===== src/rtl/id_ex_stage.sv =====
// ID/EX pipeline register with GPR/FP load-use stalls and the multi-cycle FPU-add interlock.
// Optional feature macro: FPU_INTERLOCK_EN (FP load-use detection and the fcnt interlock).

package definitions;

    typedef struct packed {
        logic       reg_dst;
        logic       alu_src;
        logic [3:0] alu_op;
    } x_ctrl_t;

    typedef struct packed {
        logic read_mem;
        logic write_mem;
        logic fpu_to_mem;
        logic branch;
        logic jump;
    } m_ctrl_t;

    typedef struct packed {
        logic reg_write;
        logic mem_to_reg;
        logic fpu_write;
    } wb_ctrl_t;

    typedef struct packed {
        logic start;
    } fpu_ctrl_t;

    typedef struct packed {
        x_ctrl_t   x;
        m_ctrl_t   m;
        wb_ctrl_t  wb;
        fpu_ctrl_t fpu;
    } DX_ctrl;

    // All-zero bundle: no register write, memory access, branch or FPU launch.
    localparam DX_ctrl DX_DISABLE = '0;

endpackage

module id_ex_stage
    import definitions::*;
#(
    parameter int DATA_W  = 32,
    parameter int REG_AW  = 5,
    parameter int FPU_LAT = 4
) (
    input  logic              clk,
    input  logic              reset_n,
    input  logic              id_valid,
    output logic              id_ready,
    input  DX_ctrl            id_ctrl,
    input  logic [DATA_W-1:0] id_rs_data,
    input  logic [DATA_W-1:0] id_rt_data,
    input  logic [DATA_W-1:0] id_imm,
    input  logic [DATA_W-1:0] id_pc4,
    input  logic [REG_AW-1:0] id_rs,
    input  logic [REG_AW-1:0] id_rt,
    input  logic [REG_AW-1:0] id_rd,
    input  logic              flush,
    output logic              ex_valid,
    output DX_ctrl            ex_ctrl,
    output logic [DATA_W-1:0] ex_rs_data,
    output logic [DATA_W-1:0] ex_rt_data,
    output logic [DATA_W-1:0] ex_imm,
    output logic [DATA_W-1:0] ex_pc4,
    output logic [REG_AW-1:0] ex_rs,
    output logic [REG_AW-1:0] ex_rt,
    output logic [REG_AW-1:0] ex_wreg,
    output logic              fpu_busy
);

    // Handshake: the ID instruction transfers into EX on a rising edge where
    // id_valid && id_ready && !flush; a flushed ID instruction is dropped, not held.

    logic              uses_rt;
    logic              ex_is_gpr_load;
    logic              gpr_hazard;
    logic              fp_hazard;
    logic              fpu_hazard;
    logic              stall;
    logic              load_id;
    logic [REG_AW-1:0] id_wreg;

    assign uses_rt        = !id_ctrl.x.alu_src | id_ctrl.m.write_mem;
    assign ex_is_gpr_load = ex_valid & ex_ctrl.m.read_mem & ex_ctrl.wb.reg_write;
    assign id_wreg        = id_ctrl.x.reg_dst ? id_rd : id_rt;

    // $0 is hard-wired zero in the GPR file, so a load into it never creates a dependency.
    assign gpr_hazard = ex_is_gpr_load
                      & (ex_wreg != '0)
                      & ((ex_wreg == id_rs) | (uses_rt & (ex_wreg == id_rt)));

`ifdef FPU_INTERLOCK_EN
    localparam logic [3:0] FPU_LAT_C = 4'(FPU_LAT);

    logic [3:0] fcnt;
    logic       id_is_fp;
    logic       ex_is_lwc1;
    logic       id_reads_fp;

    assign id_is_fp    = id_ctrl.fpu.start | id_ctrl.m.fpu_to_mem | id_ctrl.wb.fpu_write;
    assign ex_is_lwc1  = ex_valid & ex_ctrl.m.read_mem & ex_ctrl.wb.fpu_write;
    assign id_reads_fp = id_ctrl.fpu.start | id_ctrl.m.fpu_to_mem;

    // FP register 0 is a real register, so no zero exclusion here.
    assign fp_hazard  = ex_is_lwc1 & id_reads_fp & ((ex_wreg == id_rs) | (ex_wreg == id_rt));
    assign fpu_busy   = (fcnt != 4'd0);
    assign fpu_hazard = fpu_busy & id_is_fp;

    always_ff @(posedge clk or negedge reset_n) begin
        if (!reset_n) begin
            fcnt <= 4'd0;
        end else if (flush && ex_valid && ex_ctrl.fpu.start) begin
            // The squashed ADD.S never really launched, so release the FPU at once.
            fcnt <= 4'd0;
        end else if (load_id && id_ctrl.fpu.start) begin
            fcnt <= FPU_LAT_C;
        end else if (fcnt != 4'd0) begin
            fcnt <= fcnt - 4'd1;
        end
    end
`else
    assign fp_hazard  = 1'b0;
    assign fpu_hazard = 1'b0;
    assign fpu_busy   = 1'b0;
`endif

    assign stall    = id_valid & (gpr_hazard | fp_hazard | fpu_hazard) & !flush;
    assign id_ready = !stall;
    assign load_id  = id_valid & !stall & !flush;

    always_ff @(posedge clk or negedge reset_n) begin
        if (!reset_n) begin
            ex_valid <= 1'b0;
            ex_ctrl  <= DX_DISABLE;
        end else if (load_id) begin
            ex_valid <= 1'b1;
            ex_ctrl  <= id_ctrl;
        end else begin
            ex_valid <= 1'b0;
            ex_ctrl  <= DX_DISABLE;
        end
    end

    // Operand fields only move on a real load; bubbles leave them stale.
    always_ff @(posedge clk or negedge reset_n) begin
        if (!reset_n) begin
            ex_rs_data <= '0;
            ex_rt_data <= '0;
            ex_imm     <= '0;
            ex_pc4     <= '0;
            ex_rs      <= '0;
            ex_rt      <= '0;
            ex_wreg    <= '0;
        end else if (load_id) begin
            ex_rs_data <= id_rs_data;
            ex_rt_data <= id_rt_data;
            ex_imm     <= id_imm;
            ex_pc4     <= id_pc4;
            ex_rs      <= id_rs;
            ex_rt      <= id_rt;
            ex_wreg    <= id_wreg;
        end
    end

endmodule

===== config.mk =====
export PLATFORM = sky130hd
export DESIGN_NAME = id_ex_stage
export DESIGN_NICKNAME = d
export VERILOG_FILES = /design/src/rtl/id_ex_stage.sv
export SDC_FILE = /design/constraint.sdc
export NUM_CORES = 1
export LEC_CHECK = 0
export BUFFER_PORTS_ARGS = -buffer_cell sky130_fd_sc_hd__buf_4
export CORE_MARGIN = 3
export CORE_UTILIZATION = 40
export CTS_CLUSTER_SIZE = 14
export DETAILED_ROUTE_END_ITERATION = 7
export GPL_TIMING_DRIVEN = 0
export PLACE_DENSITY = 0.72
export SLEW_MARGIN = 20
export SYNTH_ARGS = -nofsm -noshare
export SYNTH_HDL_FRONTEND = slang
export SYNTH_SLANG_ARGS = --single-unit

===== constraint.sdc =====
create_clock -name clk -period 4.8 [get_ports clk]
set_clock_uncertainty 0.2 [all_clocks]
set_input_delay 0.96 -clock clk [delete_from_list [all_inputs] [get_ports clk]]
set_output_delay 0.96 -clock clk [all_outputs]
set_load 0.02 [all_outputs]

==> flow_summary.ini, run 1 <==
[timing]
hold_viol = 0
whs_ps = 286
rsz0062_at_grt = no
timing.final.max_slew_violations = 0
fin_crit_ps = 3130
finalSetupTns_ps = 0
fmax_ghz = 0.320
worst_slew_pin_slew_ps = 550
max-slew-margin-rel_pct = 63.3
fin_crit_sh_pct = 65.2
setup_viol = 0

[route]
dr.pass1.iters = 4
wl_mm = 16.1
vias = 4255
avgRoutedWirePerCell_um = 17.9
drt-initial-drc-count = 133
drc = 0
via_per_inst = 4.72
final_antenna_net_count = 0

[finish]
design_area_um2 = 9330
fin_cells = 901
nets = 867
area_delta_synth_final_pct = 53.0
nFillCells = 1119
drive_gt1_share_pct = 59.1
antennaDiodeCount = 0
utilization_pct = 63.5

[job]
max-cap-violations = 0

[placement]
placed_cells = 870
dp_hpwl_mm = 12.8
io_buffers = 321
placed_area_um2 = 8770
routabilityCongestion = 0.759

[cts]
cts_buffer_depth = 2
cts_made_buffers = 17
cts_tree = built
postCtsHoldBufs = 0
clk_pin_slew_worst_paths_ps = 60
clock_latency_ps = 410
htree_levels = 4
clock_sinks = 159
cts-resized-gates = 0
cts_setup_buffers = 0
clockRootBuffer = clkbuf_16

[synthesis]
synth_edf_count = 0
yosysUniqueCellTypes = 21
synth_ff_type = dfrtp_1
avgSynthCellArea_um2 = 16.8
synth-warning-count = 0
synthCells = 364
synth_top_area_share_pct = 65.2
ys_seq_area_share_pct = 65.2
ys_ff_latch = 159
ys_async_sr_fraction_pct = 100
synth_nets = 526
synth_common_cells = dfrtp_1, mux2_1, mux2_2, and2_1, xnor2_1
ys_top_cells_by_area = dfrtp_1, mux2_1, mux2_2, and2_1, buf_8
post-synth-top-count-cell = dfrtp_1
syn_area_um2 = 6100
yosysTopAreaCell = dfrtp_1

[power]
ir_drop_v = 0.000223
p_int_mw = 2.75
p_switching_mw = 1.08
clkPwrFrac_pct = 33.3
cellLeakagePower_nw = 4.51
pwr-share-seq_pct = 42.6
combPwrFrac_pct = 24.2
swShare_pct = 28.2
powerDensity_nw_per_um2 = 410

[global_routing]
grt_max_degree = 90
grt_usage_pct = 19.0
grt_pass1_vias = 4601
grt_pass1_wl_mm = 24.2
antenna_found_initial = 0
grt.overflow.total = 0

[hold_path]
hp-class = in -> async

[die]
core_um2 = 14700
ios = 323
rows = 44
start_util_pct = 41.5
die_y_um = 129
die_width_um = 129
die_area_um2 = 16800

[setup_path]
reg2regPathDepth = 6
critPathRequiredTime_ps = 3640
reg2reg_setup_slack_ps = 2600
r2r_end = ex_pc4[29]
crit_path_frequent_cell = buf_4
cp.arrival_ps = 1970
cp_cell_sequence = buf_4 > nor2b_1 > nand4_1 > a21oi_1 > nand2_1 > buf_4
start_kind = input port
crit_path_end_kind = primary output
critPathMaxStageDelay_ps = 290
critical-path-slowest-cell = a21oi_1
crit_fanout = 2
worstReg2RegStart = ex_wreg[0]
crit_type = in -> out

[status]
status = finished clean
## layout by cell type, fill, tap and decap left out, types with 5 or more instances in the layout
cell	n
buf_4	321
dfrtp_1	159
mux2_1	94
mux2_2	54
clkbuf_16	17
and2_1	15
xnor2_1	10
buf_8	7
buf_2	6
buf_6	5
## sequential cells by signal, indices dropped and copies added, names as in the netlist
signal / count
ex_pc4: 32
ex_rs_data: 32
ex_valid: 1
ex_ctrl: 15
ex_imm: 32
ex_rt: 5
ex_wreg: 5
ex_rs: 5
ex_rt_data: 32
## logic make-up (layout without fill, tap and decap cells)
group                     after synthesis  count (layout)  share of synthesized area, %
DFF                                   159             159                          65.2
muxes                                 148             148                          27.3
and+or+nand+nor                        23              23                          2.19
buffers and inverters                  19             372                          3.08
xor gates and xnor gates               10              10                          1.44
AOI/OAI and AO/OA                       4               4                         0.677
other                                   1               1                        0.0615
## critical path: cells and delay by family
family / cells / cell delay [ps]
buffers and inverters: 2 / 280
and+or+nand+nor: 3 / 440
AOI/OAI and AO/OA: 1 / 290
## per-stage QoR
step / power [mW] / worst slack [ps]
after CTS: 3.88 / 1670
final: 3.83 / 1670
after detailed placement: 2.60 / 1670
after global routing: 4.00 / 1570
after floorplan: 2.08 / 1980
after global placement: 2.56 / 1700
## layout make-up
type | count | area, um^2 | area share (%)
Buffer | 18 | 184 | 1.97
Clock buffer | 20 | 437 | 4.68
Clock inverter | 11 | 119 | 1.27
Inverter | 1 | 3.75 | 0.0402
Multi-Input combinational cell | 186 | 1930 | 20.7
Sequential cell | 159 | 3980 | 42.6
Tap cell | 184 | 230 | 2.47
Timing Repair Buffer | 322 | 2440 | 26.2
## per-layer routing
layer | share of wire [%] | track usage (%) | vias to the layer above
met5 | 0 | 0 | -
met4 | 1.6 | 6.66 | 0
met3 | 11 | 8.33 | 18
met2 | 52 | 32.8 | 199
met1 | 36 | 21.0 | 2084
li1 | - | - | 1954
## power groups by stage
stage	combinational, mW	sequential, mW	clock, mW
final	0.927	1.63	1.27
after global routing	0.986	1.65	1.36
after CTS	0.943	1.63	1.31
after detailed placement	0.942	1.65	0
after global placement	0.922	1.64	0
after floorplan	0.208	1.87	0
## worst max path at each step
stage,from,endpoint,slack [ps],depth (start not counted)
after floorplan,id_valid,id_ready,1980,4
after global placement,flush,id_ready,1700,6
after detailed placement,flush,id_ready,1670,6
after CTS,flush,id_ready,1670,6
after global routing,flush,id_ready,1570,6
final,flush,id_ready,1670,6
(Power assumes the default switching activity.)
==> run 2: changes to the inputs <==
==> constraint.sdc (replaced) <==
create_clock -name clk -period 3.19 [get_ports clk]
set_clock_uncertainty 0.2 [all_clocks]
set_input_delay 0.638 -clock clk [delete_from_list [all_inputs] [get_ports clk]]
set_output_delay 0.638 -clock clk [all_outputs]
set_load 0.02 [all_outputs]
==> run 2 against run 1 <==
  * Register-to-register slack lost 1600 ps
  * Design area grew 0.11%
  * Count of clock-buffer cells in the layout is the same
  * Clock power grew 51%
  * Combinational power grew 50%
  * Core utilization grew 0.068 points
  * Largest cell class unchanged
  * Highest routed layer unchanged
==> flow_summary.ini, run 2 (synthesis results as in run 1) <==
[status]
status = finished clean

[die]
core_um2 = 14700
die_width_um = 129
die_area_um2 = 16800
die_y_um = 129
rows = 44
start_util_pct = 41.5
ios = 323

[power]
cellLeakagePower_nw = 4.51
powerDensity_nw_per_um2 = 617
ir_drop_v = 0.000336

[global_routing]
grt_pass1_vias = 4615
grt.overflow.total = 0
grt_max_degree = 90
antenna_found_initial = 0
grt_pass1_wl_mm = 24.2
grt_usage_pct = 19.0

[route]
avgRoutedWirePerCell_um = 17.9
final_antenna_net_count = 0
wl_met2_mm = 8.34
vias = 4256
highest_layer = met4
via_per_inst = 4.72
m1WireLength_mm = 5.77
dr.pass1.iters = 4
drt-initial-drc-count = 133
drc = 0
wl_mm = 16.1
wl_met3_mm = 1.75

[timing]
fmax_ghz = 0.398
fin_crit_sh_pct = 78.8
rsz0062_at_grt = no
timing.final.max_slew_violations = 0
finalSetupTns_ps = 0
worst_slew_pin_slew_ps = 547
hold_viol = 0
max-slew-margin-rel_pct = 63.5
fin_crit_ps = 2510
setup_viol = 0

[setup_path]
crit_path_start = ex_wreg[0]
crit_fanout = 5
cp.arrival_ps = 1680
worstReg2RegStart = ex_wreg[0]
crit_type = reg -> out
start_kind = register
crit_path_end_kind = primary output
reg2regPathDepth = 6
critPathRequiredTime_ps = 2350
reg2reg_setup_slack_ps = 990
r2r_end = ex_pc4[29]

[placement]
routabilityCongestion = 0.759
placed_area_um2 = 8770
io_buffers = 321
dp_hpwl_mm = 12.8

[hold_path]
hold_depth = 2
min_to = ex_ctrl[8]
hp-class = in -> reg
min_from = id_ctrl[8]

[cts]
cts_made_buffers = 17
clk_pin_slew_worst_paths_ps = 60
cts_tree = built
clock_sinks = 159
clock_latency_ps = 410
cts_setup_buffers = 0
htree_levels = 4
cts_buffer_depth = 2
cts-resized-gates = 0
clockRootBuffer = clkbuf_16
postCtsHoldBufs = 1

[finish]
final_cell_mix = buf_4, dfrtp_1, mux2_1, mux2_2, clkbuf_16
layout.cells.most_common = buf_4
area_delta_synth_final_pct = 53.1
nFillCells = 1117
design_area_um2 = 9340
nets = 868
drive_gt1_share_pct = 59.1
antennaDiodeCount = 0

[job]
max-cap-violations = 0
[run 2: worst max path at each step]
stage	to	slack, ps
3_5_place_dp	ex_pc4[29]	650
3_3_place_gp	ex_rs_data[6]	540
6_report	id_ready	680
2_1_floorplan	id_ready	1020
5_1_grt	id_ready	580
4_1_cts	id_ready	650
[run 2: layout make-up]
class                           instances  area, um^2  area share (%)
Buffer                                 18         184            1.97
Clock buffer                           20         437            4.68
Clock inverter                         11         119            1.27
Inverter                                1        3.75          0.0402
Multi-Input combinational cell        186        1930            20.7
Sequential cell                       159        3980            42.6
Tap cell                              184         230            2.46
Timing Repair Buffer                  323        2450            26.3
[run 2: power breakdown]
part / internal (mW) / switching (mW) / leakage, nW
Sequential: 2.30 / 0.156 / 1.89
Combinational: 0.700 / 0.695 / 2.36
Clock: 1.14 / 0.776 / 0.262
Total: 4.14 / 1.63 / 4.51
[run 2: critical path, cell delays in order (launching register included)]
cell	delay (ps)
dfrtp_1	440
xnor2_1	210
nand4_1	120
o22ai_2	230
nand2_1	90
buf_4	170
[run 2: metal layers]
metal	global-route usage, %	vias to the layer above
met5	0	-
met4	6.66	0
met3	8.41	18
met2	32.9	201
met1	20.9	2082
li1	-	1955
[run 2: metrics by stage]
step	hold WS [ps]	worst slack, ps	std cells	power [mW]	util, %
6_report	229	676	902	5.76	63.5
5_1_grt	206	577	902	6.02	63.5
4_1_cts	202	650	902	5.84	63.5
3_5_place_dp	276	653	870	3.91	59.7
3_3_place_gp	268	536	869	3.86	59.5
2_1_floorplan	142	1020	364	3.13	-
==> run 3: changes to the inputs <==
--- a/config.mk
+++ b/config.mk
@@ -5,13 +5,14 @@
 export SDC_FILE = /design/constraint.sdc
 export NUM_CORES = 1
 export LEC_CHECK = 0
+export ABC_AREA = 1
 export BUFFER_PORTS_ARGS = -buffer_cell sky130_fd_sc_hd__buf_4
 export CORE_MARGIN = 3
 export CORE_UTILIZATION = 40
 export CTS_CLUSTER_SIZE = 14
 export DETAILED_ROUTE_END_ITERATION = 7
 export GPL_TIMING_DRIVEN = 0
-export PLACE_DENSITY = 0.72
+export PLACE_DENSITY = 0.71
 export SLEW_MARGIN = 20
 export SYNTH_ARGS = -nofsm -noshare
 export SYNTH_HDL_FRONTEND = slang
==> constraint.sdc (replaced) <==
create_clock -name clk -period 2.6 [get_ports clk]
set_clock_uncertainty 0.2 [all_clocks]
set_input_delay 0.52 -clock clk [delete_from_list [all_inputs] [get_ports clk]]
set_output_delay 0.52 -clock clk [all_outputs]
set_load 0.02 [all_outputs]
==> run 3 against run 2 <==
  * Area after synthesis up 5.4%
  * Via count up 44%
  * Final cell count up 45%
  * First-iteration DRC count rose to 2.5 times the previous value
  * Combinational power up 13%
  * Clock power up 38%
  * Count of clock-buffer cells in the layout unchanged
  * Design area up 4.9%
  * Hold slack worse by 120 ps
  * Largest cell class unchanged
==> flow_summary.ini, run 3 <==
[hold_path]
hold_depth = 3
hp-class = in -> reg

[setup_path]
critical-path-slowest-cell = dfrtp_1
crit_path_frequent_cell = nand2_1
start_kind = register
crit_buf_inv = 2
crit_type = reg -> out
path_depth = 8
critPathRequiredTime_ps = 1880
crit_fanout = 19
cp_cell_sequence = inv_1 > nand2_1 > nand2_1 > nor2_1 > nand3_1 > nand2_1 > nand2_8 > buf_4
cp.arrival_ps = 1800
crit_path_end_kind = primary output
critPathTopFamily = simple AND/OR/NAND/NOR gates
critPathMaxStageDelay_ps = 430
reg2regPathDepth = 12

[power]
swShare_pct = 29.1
p_int_mw = 5.07
p_switching_mw = 2.08
powerDensity_nw_per_um2 = 731
cellLeakagePower_nw = 5.54
combPwrFrac_pct = 22.0
ir_drop_v = 0.000418
clkPwrFrac_pct = 37.0
pwr-share-seq_pct = 41.1

[synthesis]
synth_top_family_by_area = simple AND/OR/NAND/NOR gates
synth_mux_area_share_pct = 0
yosysUniqueCellTypes = 17
yosys.area_share.adder_pct = 0
yosysTopAreaCell = dfrtp_1
ys_ff_latch = 159
synth-simple-area-share_pct = 31.8
synth_ff_type = dfrtp_1
synth_xor_area_share_pct = 0.136
ys_top_cells_by_area = dfrtp_1, nand2_1, nand3_1, inv_1, buf_4
ys_seq_area_share_pct = 61.9
ys_async_sr_fraction_pct = 100
synth-warning-count = 0
syn_area_um2 = 6430
synth_common_cells = nand2_1, dfrtp_1, nand3_1, inv_1, nor2_1
post-synth-top-count-cell = nand2_1
avgSynthCellArea_um2 = 8.70
synth_top_area_share_pct = 61.9
synth_compound_gate_area_share_pct = 0.389
synth_nets = 901
synthCells = 739
synth_edf_count = 0

[finish]
layout.cells.most_common = buf_4
nFillCells = 1395
multi_input_area_um2 = 2100
nets = 1244
drive_gt1_share_pct = 35.3
antennaDiodeCount = 0
ff_latch_area_um2 = 3980
final_cell_mix = buf_4, nand2_1, dfrtp_1, nand3_1, inv_1
design_area_um2 = 9800
area_delta_synth_final_pct = 52.4

[die]
ios = 323
start_util_pct = 41.5
die_area_um2 = 17600
die_y_um = 133
die_width_um = 133
rows = 45
core_um2 = 15500

[cts]
cts_tree = built
clock_latency_ps = 420
clockRootBuffer = clkbuf_16
clock_sinks = 159
cts_buffer_depth = 2
cts_made_buffers = 17
htree_levels = 4
clk_pin_slew_worst_paths_ps = 60

[global_routing]
grt_max_degree = 93
grt_pass1_wl_mm = 32.5
grt_pass1_vias = 6039
grt_usage_pct = 23.3
antenna_found_initial = 0
grt.overflow.total = 0

[placement]
routabilityCongestion = 0.837
dp_hpwl_mm = 15.3
io_buffers = 321
dp_slack_ps = 16.8
placed_area_um2 = 9140

[timing]
worst_slack_ps = 83.0
finalSetupTns_ps = 0
fin_crit_sh_pct = 96.8
hold_viol = 0
timing.final.max_slew_violations = 0
fin_crit_ps = 2520
whs_ps = 113
setup_viol = 0
fmax_ghz = 0.397
worst_slew_pin_slew_ps = 701
max-slew-margin-rel_pct = 53.3

[job]
max-cap-violations = 0

[route]
final_antenna_net_count = 0
drc = 0
wl_mm = 20.5
vias = 6149
drt-initial-drc-count = 335
dr.pass1.iters = 5
via_per_inst = 4.71
avgRoutedWirePerCell_um = 15.7

[status]
status = finished clean
[run 3: cells by family after synthesis]
kind of cell	count (synthesis)
other	1
XOR/XNOR	1
AO/OA/AOI/OAI	5
flip-flops	159
buffers and inverters	81
AND/OR/NAND/NOR	492
[run 3: worst register-to-register path: stages (launching register included)]
cell     delay, ps
dfrtp_1        430
inv_1          100
nand2_1         70
nand2_1         60
nor2_1         120
nand3_1         90
nand2_1        170
nand2_8        150
nand2_2        160
buf_4          230
buf_4          210
nand2_1         80
nand2_1         60
[run 3: metal layers]
layer  vias to the layer above  routed length, um  global-route usage [%]
met3                        37               1580                    7.34
met2                       240              10200                    37.9
met1                      2865               8220                    29.2
met4                         0                517                    8.89
li1                       3007                  -                       -
met5                         -                  0                       0
[run 3: power groups by stage]
stage                     logic (mW)  clock network, mW  registers [mW]
after floorplan                0.359                  0            3.33
after global placement          1.55                  0            2.97
after detailed placement        1.58                  0            2.97
after CTS                       1.59               2.68            2.94
after global routing            1.71               2.79            2.98
final                           1.57               2.65            2.94
[run 3: timing repair]
item	4_1_cts	5_1_grt
endpoints found under the hold margin	91	0
gates cloned	0	0
setup buffers	0	2
resized for setup	1	4
pin swaps	0	0
setup endpoints to repair	1	1
hold buffers	1	0
[run 3: metrics by stage]
stage	cells	utilization [%]	power (mW)
finish	1306	63.3	7.16
global route	1306	63.3	7.47
CTS	1304	63.1	7.20
detailed placement	1272	59.0	4.56
global placement	1271	58.8	4.52
floorplan	739	-	3.68
[run 3: cell type report]
class / instances / share of cell area (%)
well taps: 211 / 2.69
repair buffers: 325 / 25.2
plain buffers: 48 / 2.49
flip-flops and latches: 159 / 40.6
clock buffers: 20 / 4.46
clock inverters: 12 / 1.86
multi-input cells: 499 / 21.4
inverters: 32 / 1.23
[run 3: worst paths after layout]
check	from	end	slack [ps]
setup / recovery	ex_wreg[1]	id_ready	80
hold / removal	id_ctrl[9]	ex_ctrl[9]	110
setup reg to reg	ex_wreg[1]	ex_rt_data[8]	420
hold reg to reg	ex_rt_data[6]	ex_rt_data[6]	270
max in group asynchronous	reset_n	ex_pc4[11]	890
min in group asynchronous	reset_n	ex_rs_data[25]	520
